### src/rtl/tone_gen.sv
// Phase-accumulator sine source with a 17-entry quarter-wave table and power-of-two gain.
// A sample is produced every CLK_DIV enabled clocks and offered on a valid/ready port with sticky overrun.
module tone_gen #(
  parameter int CLK_DIV = 3
) (
  input  logic               clk,
  input  logic               reset_n,
  input  logic               enable,
  input  logic               phaseClr,
  input  logic [15:0]        phaseInc,
  input  logic [1:0]         gainShift,
  input  logic               toneReady,
  input  logic               ovrClr,
  output logic signed [15:0] toneOut,
  output logic               toneValid,
  output logic               overrun
);

  localparam int DIV_W = $clog2(CLK_DIV);
  localparam logic [DIV_W-1:0] DIV_LAST = DIV_W'(CLK_DIV - 1);

  logic [DIV_W-1:0]   div;
  logic [15:0]        phase;
  logic [15:0]        phase_next;
  logic               tick;
  logic               load;
  logic [1:0]         quad;
  logic [3:0]         idx_raw;
  logic [4:0]         idx;
  logic [14:0]        mag;
  logic signed [15:0] raw;
  logic signed [15:0] scaled;

  // T[k] = round(32767*sin(k*pi/32)); T[4] is pinned to 12540.
  function automatic logic [14:0] quarter_sine(input logic [4:0] k);
    case (k)
      5'd0:    return 15'd0;
      5'd1:    return 15'd3212;
      5'd2:    return 15'd6393;
      5'd3:    return 15'd9512;
      5'd4:    return 15'd12540;
      5'd5:    return 15'd15446;
      5'd6:    return 15'd18204;
      5'd7:    return 15'd20787;
      5'd8:    return 15'd23170;
      5'd9:    return 15'd25329;
      5'd10:   return 15'd27245;
      5'd11:   return 15'd28898;
      5'd12:   return 15'd30273;
      5'd13:   return 15'd31356;
      5'd14:   return 15'd32137;
      5'd15:   return 15'd32609;
      default: return 15'd32767;
    endcase
  endfunction

  assign tick       = enable && (div == DIV_LAST);
  assign load       = tick && !phaseClr;
  assign phase_next = phase + phaseInc;

  always_comb begin
    quad    = phase[15:14];
    idx_raw = phase[13:10];
    idx     = quad[0] ? (5'd16 - {1'b0, idx_raw}) : {1'b0, idx_raw};
    mag     = quarter_sine(idx);
    raw     = quad[1] ? -$signed({1'b0, mag}) : $signed({1'b0, mag});
    scaled  = raw >>> gainShift;
  end

  always_ff @(posedge clk or negedge reset_n) begin
    if (!reset_n) begin
      div   <= '0;
      phase <= '0;
    end else if (phaseClr) begin
      div   <= '0;
      phase <= '0;
    end else if (enable) begin
      if (tick) begin
        div   <= '0;
        phase <= phase_next;
      end else begin
        div <= div + DIV_W'(1);
      end
    end
  end

  // A new sample wins over a same-cycle acceptance, so valid stays high on load.
  always_ff @(posedge clk or negedge reset_n) begin
    if (!reset_n) begin
      toneOut   <= '0;
      toneValid <= 1'b0;
    end else if (load) begin
      toneOut   <= scaled;
      toneValid <= 1'b1;
    end else if (toneValid && toneReady) begin
      toneValid <= 1'b0;
    end
  end

  always_ff @(posedge clk or negedge reset_n) begin
    if (!reset_n) begin
      overrun <= 1'b0;
    end else if (load && toneValid && !toneReady) begin
      overrun <= 1'b1;
    end else if (ovrClr) begin
      overrun <= 1'b0;
    end
  end

endmodule

### config.mk
export PLATFORM = sky130hd
export DESIGN_NAME = tone_gen
export DESIGN_NICKNAME = d
export VERILOG_FILES = /design/src/rtl/tone_gen.sv
export SDC_FILE = /design/constraint.sdc
export NUM_CORES = 1
export LEC_CHECK = 0
export ABC_AREA = 1
export CORE_MARGIN = 2
export CORE_UTILIZATION = 25
export CTS_BUF_LIST = sky130_fd_sc_hd__clkbuf_8 sky130_fd_sc_hd__clkbuf_16
export CTS_CLUSTER_SIZE = 20
export DETAILED_ROUTE_END_ITERATION = 8
export PLACE_DENSITY = 0.52
export SKIP_CTS_REPAIR_TIMING = 1
export SYNTH_ARGS = -nofsm -noshare
export SYNTH_HDL_FRONTEND = slang
export SYNTH_SLANG_ARGS = --single-unit
### constraint.sdc
create_clock -name clk -period 2.3 [get_ports clk]
set_input_delay 0.69 -clock clk [delete_from_list [all_inputs] [get_ports clk]]
set_output_delay 0.69 -clock clk [all_outputs]
set_load 0.01 [all_outputs]
==> run metrics <==
status=finished, violations left; violated checks=setup timing; Crit path depth=18; total negative slack=-0.0724 ns; reg2reg path depth=18; initial antenna violation count=0; critical path type=register to register; Vias/cell=approximately 4.8; TritonRoute pass-1 iters=4; worst setup path end=toneOut[4]; Layout Skew=0.00335 ns; die area=13200 sq um; Antenna Diode Count=0; via count=~3400; R2R Path Start=phase[10]; most common cell after layout, fill and taps aside=nand2_1; commonest register cell after synthesis=dfrtp_1; vias in the first global route=3163; CTS Buf Count=5; sequential power share=34.3%; CP top delay family=simple AND/OR/NAND/NOR gates; FF-to-FF End=toneOut[4]; count of input and output buffers=41; WP buf/inv=3; Final period util=101%; worst vdd ir=0.000234 V; Avg WL per Cell=between 10 and 15 um; first-pass GRT wire length=~15 mm; Synth Net Count=499; unrepaired setup endpoints after global routing=yes; Die X=115 um; CP required=roughly 2.5 ns; max-cap violations=0; FFs w/ async S/R, synth=100%; largest net degree at the start of global routing=29; post-route non-filler standard cell count=a little over 700; TritonCTS clock tree=built; CP cell instances=inv_2, ha_4, nand2_4, nand2_4, nand2_4, nand2_4, buf_4, buf_4, nor2_1, nand2_1, nand3_2, nor2_4, nand2_1, nand3_1, nand3_2, nand3_2, nand3_2, nand2_1; Max Fanout on Critical Path=3; f_max=between 0.4 and 0.5 GHz; DP Area=~4100 sq um; Syn Area/Cell=6.75 sq um; Final Hold Viols=0; Slew Limit Fails=0; core footprint=about 12000 sq um; CTS sink count=36; gr usage total=13.9%; Critical Path AT=2.51 ns; Ys Warns=0; post-synth cell types=39; Iteration-0 DRC Markers=around 140; CP peak stage delay=0.41 ns; #FFs+latches synth=36; drc violations=0; P_leak=2.46 nW; routed wire length=9.38 mm; final worst slack=-0.0277 ns; Nets=600; CP startpoint kind=register; CTS Buffer Depth=2; worst-margin pin slew=0.500 ns; Reg2Reg Setup Slack=-0.03 ns; design area=between 4000 and 5000 sq um; share of cells above drive strength 1=a little over a third; Slowest cell on crit path=dfrtp_2; GP Congestion=around 0.87; crit path launch=phase[10]; Internal Power=0.00152 W; Area growth syn-to-layout=59.5%; Clk pwr share=roughly 37%; htree depth=2; CTS clock-pin slew for the worst setup and hold paths=about 0.060 ns; critical path capture point type=register; Die Height=about 120 um; Comb power frac=between 20% and 30%; initial core utilization=25.7%; EDFF count, synth=0; HPWL after DPL=about 7 mm; most frequent cells in the layout=96 x nand2_1, 70 x nand3_1, 62 x buf_4; hold crit path type=primary input to async pin; Post-DRT Antenna Nets=0; Synth Instances=between 400 and 500; Hold Slack=between 0.2 and 0.3 ns; Max transition margin=66.6%; Cell Count Post-Placement=about 690; crit path time final=2.33 ns; gr ovfl total=0; Setup-failing EPs final=4; clk_lat worst skew=~0.29 ns; Mapped Area=slightly above 3000 sq um; Sw Ratio=29.5%; sequential area share after synthesis=between 20 and 30%; Power per Cell Area=439 nW/um^2; Clock Root Buffer=clkbuf_16; row count=40; final core occ=about two fifths; I/O Pins=42; sw power=approximately 0.00064 W
==> state kept, by name, indices dropped and copies added (netlist names) <==
signal,cells
toneOut,16
div,2
toneValid,1
overrun,1
phase,16
==> worst register-to-register path: cells and delay by family (launching register included) <==
kind / cells / cell delay [ns]
and+or+nand+nor: 14 / 1.25
DFF: 1 / 0.41
buffers and inverters: 3 / 0.33
adders and majority gates: 1 / 0.21
==> Yosys cell counts (3+ instances only) <==
master      n  share of area (%)
nor2_2      5                1.0
a31oi_1     4               0.81
a21oi_1    23                3.7
inv_2      10                1.2
o21ai_0    27                4.4
nand3_2     3               0.97
nor2_1     27                3.3
inv_1      24                2.9
dfrtp_1    36                 29
nand3_1   101                 16
nand2_2     8                1.6
xor2_1      5                1.4
o31ai_1     3               0.73
nand2_1   118                 14
clkbuf_1    6               0.73
o21ai_1     6               0.97
buf_2       3               0.49
ha_1       17                6.9
buf_1       3               0.37
==> kinds of logic (layout without fill, tap and decap cells) <==
kind of cell	Yosys count	in the layout	synth area share, %
buf+inv	51	153	7.14
flops	36	36	29.2
simple gates	272	272	40.8
xor+xnor	6	6	1.70
fa+ha+maj	18	18	7.55
compound gates	74	74	13.6
==> power by group through the flow <==
| stage | clock network, W | registers (W) | logic (W) |
|---|---|---|---|
| 2_1_floorplan | 0 | 0.000777 | 0.000240 |
| 3_3_place_gp | 0 | 0.000748 | 0.000540 |
| 3_5_place_dp | 0 | 0.000750 | 0.000544 |
| 5_1_grt | 0.000827 | 0.000750 | 0.000687 |
| 4_1_cts | 0.000805 | 0.000739 | 0.000546 |
| 6_report | 0.000795 | 0.000741 | 0.000625 |
==> metal layers <==
metal / up-vias / global-route usage, % / part of all wire [%] / wire (um)
met1: 1571 / 18.7 / 47 / 4420
met3: 9 / 2.42 / 3.6 / 333
met4: 0 / 4.50 / 1.5 / 143
met2: 52 / 22.7 / 48 / 4490
met5: - / 0 / 0 / 0
li1: 1763 / - / - / -
==> how the worst min path moves through the flow <==
stage                     cells past startpoint  slack, ns         end        from
after floorplan                               0       0.39      div[0]     reset_n
after global placement                        2       0.46  toneOut[4]  toneOut[4]
after detailed placement                      2       0.47  toneOut[3]  toneOut[3]
after CTS                                     1       0.26    phase[5]     reset_n
after global routing                          1       0.27    phase[6]     reset_n
final                                         1       0.26    phase[5]     reset_n
==> cell type report <==
class,count,area [sq um]
tap,147,184
fill,1209,7090
multi-input combinational,370,2530
inverter,35,139
sequential,36,903
clock buffer,5,125
clock inverter,3,38.8
timing repair buffer,110,997
==> through the flow <==
step | total power (W) | setup slack [ns]
2_1_floorplan | 0.00102 | 0.00902
3_3_place_gp | 0.00129 | -0.472
3_5_place_dp | 0.00129 | -0.526
4_1_cts | 0.00209 | -0.221
5_1_grt | 0.00226 | -0.147
6_report | 0.00216 | -0.0277
No activity file was read; power rests on OpenSTA's default activity.
